<file path="config.mk">
export PLATFORM = sky130hd
export DESIGN_NAME = mb_record_writer
export DESIGN_NICKNAME = d
export VERILOG_FILES = /design/src/rtl/mb_record_writer.sv
export SDC_FILE = /design/constraint.sdc
export NUM_CORES = 2
export LEC_CHECK = 0
export BUFFER_PORTS_ARGS = -buffer_cell sky130_fd_sc_hd__buf_2
export CAP_MARGIN = 20
export CORE_AREA = 2 2 647 649
export CTS_BUF_LIST = sky130_fd_sc_hd__clkbuf_8 sky130_fd_sc_hd__clkbuf_16
export CTS_CLUSTER_DIAMETER = 30
export DETAILED_ROUTE_END_ITERATION = 7
export DIE_AREA = 0 0 649 651
export GPL_ROUTABILITY_DRIVEN = 0
export SLEW_MARGIN = 20
export SYNTH_ARGS = -nofsm -noshare
export SYNTH_HDL_FRONTEND = slang
export SYNTH_SLANG_ARGS = --single-unit
</file>
<file path="constraint.sdc">
create_clock -name clk -period 5.1 [get_ports clk]
set_input_delay 0 -clock clk [delete_from_list [all_inputs] [get_ports clk]]
set_output_delay 0 -clock clk [all_outputs]
set_load 0.02 [all_outputs]
</file>
<file path="src/rtl/mb_record_writer.sv">
// mb_record_writer: drains the macroblock encoder output FIFO (7 wide beats
// per macroblock), re-emits every beat as a low word then a high word on a
// valid/ready stream, marks macroblock/frame ends and accumulates per-frame
// skip count and maximum edge from the metadata beat.
module mb_record_writer #(
  parameter int IN_W         = 1024,
  parameter int OUT_W        = 512,
  parameter int BEATS_PER_MB = 7
) (
  input  logic               clk,
  input  logic               rst,
  input  logic               start,
  input  logic [19:0]        mb_total,
  input  logic               fifo_empty,
  output logic               fifo_rd,
  input  logic [IN_W-1:0]    fifo_dout,
  output logic               m_valid,
  input  logic               m_ready,
  output logic [OUT_W-1:0]   m_data,
  output logic               m_mb_last,
  output logic               m_last,
  output logic               busy,
  output logic               done,
  output logic [19:0]        mb_count,
  output logic [19:0]        skip_count,
  output logic [31:0]        frame_max_edge
);

  localparam int BEAT_W   = $clog2(BEATS_PER_MB);
  // Metadata beat fields used for statistics.
  localparam int SKIP_BIT = 904;
  localparam int EDGE_LSB = 928;

  typedef enum logic [2:0] {S_IDLE, S_RD, S_CAP, S_LO, S_HI, S_DONE} state_t;

  state_t              state_q, state_d;
  logic [19:0]         mb_total_q;
  logic [BEAT_W-1:0]   beat;
  logic [IN_W-1:0]     hold;
  logic                last_beat, last_mb;
  logic [31:0]         meta_edge;

  assign last_beat = (beat == BEAT_W'(BEATS_PER_MB - 1));
  assign last_mb   = (mb_count == mb_total_q - 20'd1);
  assign meta_edge = hold[EDGE_LSB +: 32];

  // State register, hold register, beat counter and frame statistics.
  always_ff @(posedge clk) begin
    if (rst) begin
      state_q        <= S_IDLE;
      mb_total_q     <= '0;
      beat           <= '0;
      hold           <= '0;
      mb_count       <= '0;
      skip_count     <= '0;
      frame_max_edge <= '0;
    end else begin
      state_q <= state_d;
      case (state_q)
        S_IDLE: if (start) begin
          mb_total_q     <= mb_total;
          beat           <= '0;
          mb_count       <= '0;
          skip_count     <= '0;
          frame_max_edge <= '0;
        end
        S_CAP: hold <= fifo_dout;
        S_HI: if (m_ready) begin
          if (last_beat) begin
            beat     <= '0;
            mb_count <= mb_count + 20'd1;
            if (hold[SKIP_BIT]) skip_count <= skip_count + 20'd1;
            if (meta_edge > frame_max_edge) frame_max_edge <= meta_edge;
          end else begin
            beat <= beat + BEAT_W'(1);
          end
        end
        default: ;
      endcase
    end
  end

  // Next state and all stream/FIFO strobes, decoded from the state register.
  always_comb begin
    state_d   = state_q;
    fifo_rd   = 1'b0;
    m_valid   = 1'b0;
    m_data    = '0;
    m_mb_last = 1'b0;
    m_last    = 1'b0;
    busy      = (state_q != S_IDLE);
    done      = 1'b0;
    case (state_q)
      S_IDLE: if (start) state_d = (mb_total == 20'd0) ? S_DONE : S_RD;
      S_RD: begin
        fifo_rd = !fifo_empty;
        if (!fifo_empty) state_d = S_CAP;
      end
      S_CAP: state_d = S_LO;
      S_LO: begin
        m_valid = 1'b1;
        m_data  = hold[OUT_W-1:0];
        if (m_ready) state_d = S_HI;
      end
      S_HI: begin
        m_valid   = 1'b1;
        m_data    = hold[IN_W-1:OUT_W];
        m_mb_last = last_beat;
        m_last    = last_beat && last_mb;
        if (m_ready) state_d = (last_beat && last_mb) ? S_DONE : S_RD;
      end
      S_DONE: begin
        done    = 1'b1;
        state_d = S_IDLE;
      end
      default: state_d = S_IDLE;
    endcase
  end

endmodule

</file>
==> flow_metrics.env, run 1 <==
export IMPL_netlist_instances=5781
export IMPL_grt_total_usage_pct=21.6
export IMPL_placed_area_sq_um=59400
export IMPL_post_synth_arst_share_pct=0
export IMPL_tool_error="[ERROR GRT-0116] Global routing finished with congestion. Check the congestion regions in the DRC Viewer."
export IMPL_seq_area_frac_synth_pct=49.6
export IMPL_clock_sinks=1122
export IMPL_io_pin_count=1639
export IMPL_yosysTopAreaCellShare_pct=49.6
export IMPL_syn_nets=6865
export IMPL_outcome="aborted with a tool error"
export IMPL_synth_warning_count=0
export IMPL_die_width_microns=649
export IMPL_grt_pass1_wl_microns=614000
export IMPL_initial_core_utilization_pct=10.9
export IMPL_clk_root_buffer_cell="clkbuf_16"
export IMPL_clock_tree_buffer_depth=4
export IMPL_synth_main_ff_cell="dfxtp_1"
export IMPL_synth_largest_area_cell="dfxtp_1"
export IMPL_grt_start_max_net_pins=208
export IMPL_cts_buffers=312
export IMPL_post_synth_main_area_contributors="dfxtp_1, nand2_1, a21oi_1"
export IMPL_ys_seq_elements=1122
export IMPL_haltStage="5_1_grt"
export IMPL_yosys_cell_types_count=57
export IMPL_detailedPlacementHpwl_microns=334000
export IMPL_cts_resized_gates=0
export IMPL_synth_enable_flop_cells=0
export IMPL_synthesized_area_sq_um=45300
export IMPL_syn_avg_cell_area_sq_um=7.83
export IMPL_clock_tree_htree_level_count=5
export IMPL_grt_pass1_vias=70000
export IMPL_fp_dieH_microns=651
export IMPL_placement_rows=237
export IMPL_grt_ovfl_total=64
export IMPL_io_buffer_count=1638
## per-stage QoR
stage | worst slack (ns) | cells | utilization [%]
floorplan | 2.70 | 5781 | -
global placement | 1.74 | 12500 | 14.3
detailed placement | 1.77 | 12500 | 14.3
CTS | 0.920 | 15200 | 22.3
## per-layer routing
| metal | track usage, % | overflow |
|---|---|---|
| met5 | 3.06 | 0 |
| met4 | 14.0 | 17 |
| met3 | 16.2 | 2 |
| met2 | 31.8 | 45 |
| met1 | 21.1 | 0 |
## synth_stat cells, drive strengths merged, types with 3 or more instances
| cell type | n |
|---|---|
| nor2b | 9 |
| or2 | 4 |
| nand3 | 14 |
| and3 | 6 |
| clkbuf | 454 |
| a21oi | 1071 |
| a21o | 3 |
| mux2i | 4 |
| nor3b | 3 |
| a31oi | 3 |
| and4 | 4 |
| or4 | 30 |
| dfxtp | 1122 |
| xnor2 | 31 |
| and2 | 6 |
| nand3b | 33 |
| nand2 | 2119 |
| ha | 35 |
| a221oi | 3 |
| nor3 | 11 |
| buf | 41 |
| xor2 | 27 |
| nor4 | 11 |
| and3b | 3 |
| nand2b | 6 |
| inv | 45 |
| nand4 | 22 |
| or3 | 8 |
| a22o | 511 |
| nor2 | 67 |
| o21a | 4 |
| o21ai | 49 |
## repair_timing
item / in CTS
hold buffers: 2191
hold endpoints to repair: 1091
setup buffers: 0
## logic make-up after synthesis
logic type / Yosys count / synth area share, %
AO/OA/AOI/OAI: 1663 / 22.9
adder cells (fa/ha/maj): 35 / 0.967
AND/OR/NAND/NOR: 2359 / 20.7
multiplexers: 4 / 0.0884
buffers and inverters: 540 / 4.61
XOR/XNOR: 58 / 1.12
flip-flops: 1122 / 49.6
==> run 2, diff against run 1 <==
CORE_AREA = 2 2 629 631   (was 2 2 647 649)
CTS_BUF_LIST = default   (was sky130_fd_sc_hd__clkbuf_8 sky130_fd_sc_hd__clkbuf_16)
CTS_CLUSTER_DIAMETER = default   (was 30)
DIE_AREA = 0 0 631 633   (was 0 0 649 651)
PLACE_DENSITY_LB_ADDON = 0.15   (was default)
==> run 2 against run 1 <==
  * The flow now finishes without violations
  * Synthesized cell count unchanged
  * Synthesized area unchanged
==> flow_metrics.env, run 2 <==
export IMPL_final_cell_mix="dlygate4sd3_1, nand2_1, buf_2"
export IMPL_post_synth_arst_share_pct=0
export IMPL_cap_viol_max_count=0
export IMPL_core_sq_um=392000
export IMPL_crit_path_start="state_q[2]$_SDFFE_PP0P_"
export IMPL_most_flops_register="hold"
export IMPL_synthesized_area_sq_um=45300
export IMPL_dominant_combinational_cell_family_by_area_after_synthesis="compound AO/OA/AOI/OAI gates"
export IMPL_finalHoldViolations=0
export IMPL_p_leak_nw=34.2
export IMPL_power_density_nw_per_um2=297
export IMPL_finalSetupViolations=0
export IMPL_synth_largest_area_cell="dfxtp_1"
export IMPL_worst_setup_hold_path_clk_slew_ns=0.06
export IMPL_post_route_cells_drive_above_1_share_pct=20.8
export IMPL_period_needed_ns=4.05
export IMPL_grt_start_max_net_pins=181
export IMPL_synth_mux_area_fraction_pct=0.0884
export IMPL_final_cells=14700
export IMPL_holdBufCountCts=2175
export IMPL_die_width_microns=631
export IMPL_hold_removal_path_class="in -> reg"
export IMPL_yosysTopAreaCellShare_pct=49.6
export IMPL_post_route_drc_violation_count=0
export IMPL_tightestPinTransition_ns=1.15
export IMPL_ys_seq_elements=1122
export IMPL_io_pin_count=1639
export IMPL_critical_path_arrival_ns=4.05
export IMPL_largest_reg_flops=1024
export IMPL_synth_simple_gate_area_share_pct=20.7
export IMPL_yosys_cell_count_top_type="nand2_1"
export IMPL_grt_pass1_wl_microns=462000
export IMPL_hold_start="fifo_dout[631]"
export IMPL_post_synth_main_area_contributors="dfxtp_1, nand2_1, a21oi_1"
export IMPL_synthXorXnorAreaFrac_pct=1.12
export IMPL_layout_commonest_cell="dlygate4sd3_1"
export IMPL_cts_resized_gates=0
export IMPL_drt_antenna_violating_nets=0
export IMPL_fin_setup_tns_ns=0
export IMPL_r2r_depth=9
export IMPL_timing_reg2reg_setup_slack_ns=1.55
export IMPL_io_buffer_count=1638
export IMPL_path_class="reg -> out"
export IMPL_synth_compound_area_share_pct=22.9
export IMPL_seq_area_frac_synth_pct=49.6
export IMPL_yosys_cell_types_count=57
export IMPL_netlist_instances=5781
export IMPL_data_required_time_of_the_worst_path_ns=5.10
export IMPL_syn_avg_cell_area_sq_um=7.83
export IMPL_synth_enable_flop_cells=0
export IMPL_clock_tree_htree_level_count=4
export IMPL_antenna_found_initial=128
export IMPL_cp_capture_type="primary output"
export IMPL_critical_path_slowest_cell="and3b_4"
export IMPL_reg2reg_from="frame_max_edge[11]$_SDFFE_PP0P_"
export IMPL_area_delta_synth_final_pct=90.6
export IMPL_syn_nets=6865
export IMPL_clk_root_buffer_cell="clkbuf_16"
export IMPL_grt_pass1_vias=57600
export IMPL_fp_dieH_microns=633
export IMPL_initial_core_utilization_pct=11.6
export IMPL_timing_critical_path_to="m_data[253]"
export IMPL_cts_repair_timing_setup_buffer_count=0
export IMPL_rsz_0062_raised_after_global_routing="no"
export IMPL_routed_via_density=3.85
export IMPL_synth_warning_count=0
export IMPL_worst_setup_path_start_kind="flop"
export IMPL_drt_total_wl_microns=341000
export IMPL_critPathMaxFanout=90
export IMPL_drt_first_pass_iters=6
export IMPL_final_max_slew_viol_count=0
export IMPL_cp_cell_sequence="and3b_4 -> buf_12 -> buf_4 -> a22o_1 -> buf_2"
export IMPL_clock_tree_buffer_depth=4
export IMPL_wire_length_per_cell_after_detailed_routing_microns=23.1
export IMPL_maxSlewHeadroom_pct=23.1
export IMPL_detailedPlacementHpwl_microns=261000
export IMPL_detail_route_iter0_violations=3464
export IMPL_max_vdd_ir_drop_uv=263
export IMPL_cts_tree="yes"
export IMPL_synth_main_ff_cell="dfxtp_1"
export IMPL_timing_fmax_ghz=0.247
export IMPL_clock_sinks=1122
export IMPL_detailroute_via_count=56800
export IMPL_die_area_sq_um=399000
export IMPL_grt_total_usage_pct=16.3
export IMPL_synth_common_cells="nand2_1, dfxtp_1, a21oi_1, a22o_1, clkbuf_1"
export IMPL_r2r_end="frame_max_edge[0]$_SDFFE_PP0P_"
export IMPL_grt_ovfl_total=0
export IMPL_largestRegisters="hold x1024, frame_max_edge x32"
export IMPL_outcome="finished, final reports clean"
export IMPL_fin_skew_ns=0.0897
export IMPL_synthAdderAreaFrac_pct=0.967
export IMPL_clk_insertion_delay_late_ns=0.90
export IMPL_placement_rows=230
export IMPL_finish_net_count=10400
export IMPL_dp_cells=12200
export IMPL_finalCritPeriodShare_pct=79.4
export IMPL_cpPeakStageDelay_ns=0.79
export IMPL_cts_buffers=162
-- run 2: cell counts after synthesis --
No cell type changed its count.
-- run 2: worst min path at each step --
stage / endpoint / slack (ns) / cells past startpoint
after CTS: hold[838]$_SDFFE_PP0P_ / 0.006 / 4
after global routing: hold[1009]$_SDFFE_PP0P_ / -0.0002 / 4
after floorplan: fifo_rd / 0.09 / 1
after global placement: hold[671]$_SDFFE_PP0P_ / 0.24 / 3
after detailed placement: hold[611]$_SDFFE_PP0P_ / 0.25 / 3
final: hold[631]$_SDFFE_PP0P_ / 0.07 / 4
-- run 2: final cells by class --
| class | instances | area (sq um) |
|---|---|---|
| antenna | 65 | 163 |
| multi-input combinational | 4119 | 20800 |
| timing repair buffer | 3885 | 30900 |
| inverter | 45 | 169 |
| clock inverter | 38 | 498 |
| fill | 44100 | 306000 |
| clock buffer | 247 | 4800 |
| sequential | 1122 | 22500 |
| tap | 5220 | 6530 |
-- run 2: where the power goes --
part / leakage [nW] / total, W / switching (W) / internal (W)
Sequential: 9.08 / 0.00970 / 0.000390 / 0.00931
Combinational: 22.6 / 0.00436 / 0.00230 / 0.00206
Clock: 2.59 / 0.0115 / 0.00474 / 0.00680
Total: 34.2 / 0.0256 / 0.00743 / 0.0182
-- run 2: stage by stage --
step / power (W) / hold slack, ns / area (sq um) / setup slack, ns / util [%]
6_report: 0.0256 / 0.0683 / 86300 / 1.05 / 22.0
5_1_grt: 0.0268 / -0.000238 / 86300 / 0.828 / 22.0
4_1_cts: 0.0261 / 0.00574 / 86200 / 0.765 / 22.0
3_5_place_dp: 0.0128 / 0.246 / 59100 / 1.48 / 15.1
3_3_place_gp: 0.0128 / 0.241 / 59100 / 1.45 / 15.1
2_1_floorplan: 0.0113 / 0.0901 / 45300 / 2.70 / -
-- run 2: critical path: cells and delay by family (launching register included) --
family	cells	cell delay, ns
AND/OR/NAND/NOR	1	0.79
buffers and inverters	3	1.23
flip-flops	1	0.49
AO/OA/AOI/OAI	1	0.59
-- run 2: per-layer routing --
layer | vias up | GRT usage [%] | share of wire (%)
li1 | 26800 | - | -
met1 | 27700 | 20.7 | 44
met2 | 1892 | 26.5 | 46
met3 | 414 | 4.82 | 7.8
met4 | 18 | 4.53 | 2.7
met5 | - | 0 | 0.034
-- run 2: cells by family (layout without fill, tap and decap cells) --
logic type,Yosys count,after routing
flip-flops,1122,1122
multiplexers,4,4
AO/OA/AOI/OAI,1663,1663
XOR/XNOR,58,58
other,0,65
adder cells (fa/ha/maj),35,35
AND/OR/NAND/NOR,2359,2359
buffers and inverters,540,4215
(Power assumes the default switching activity.)
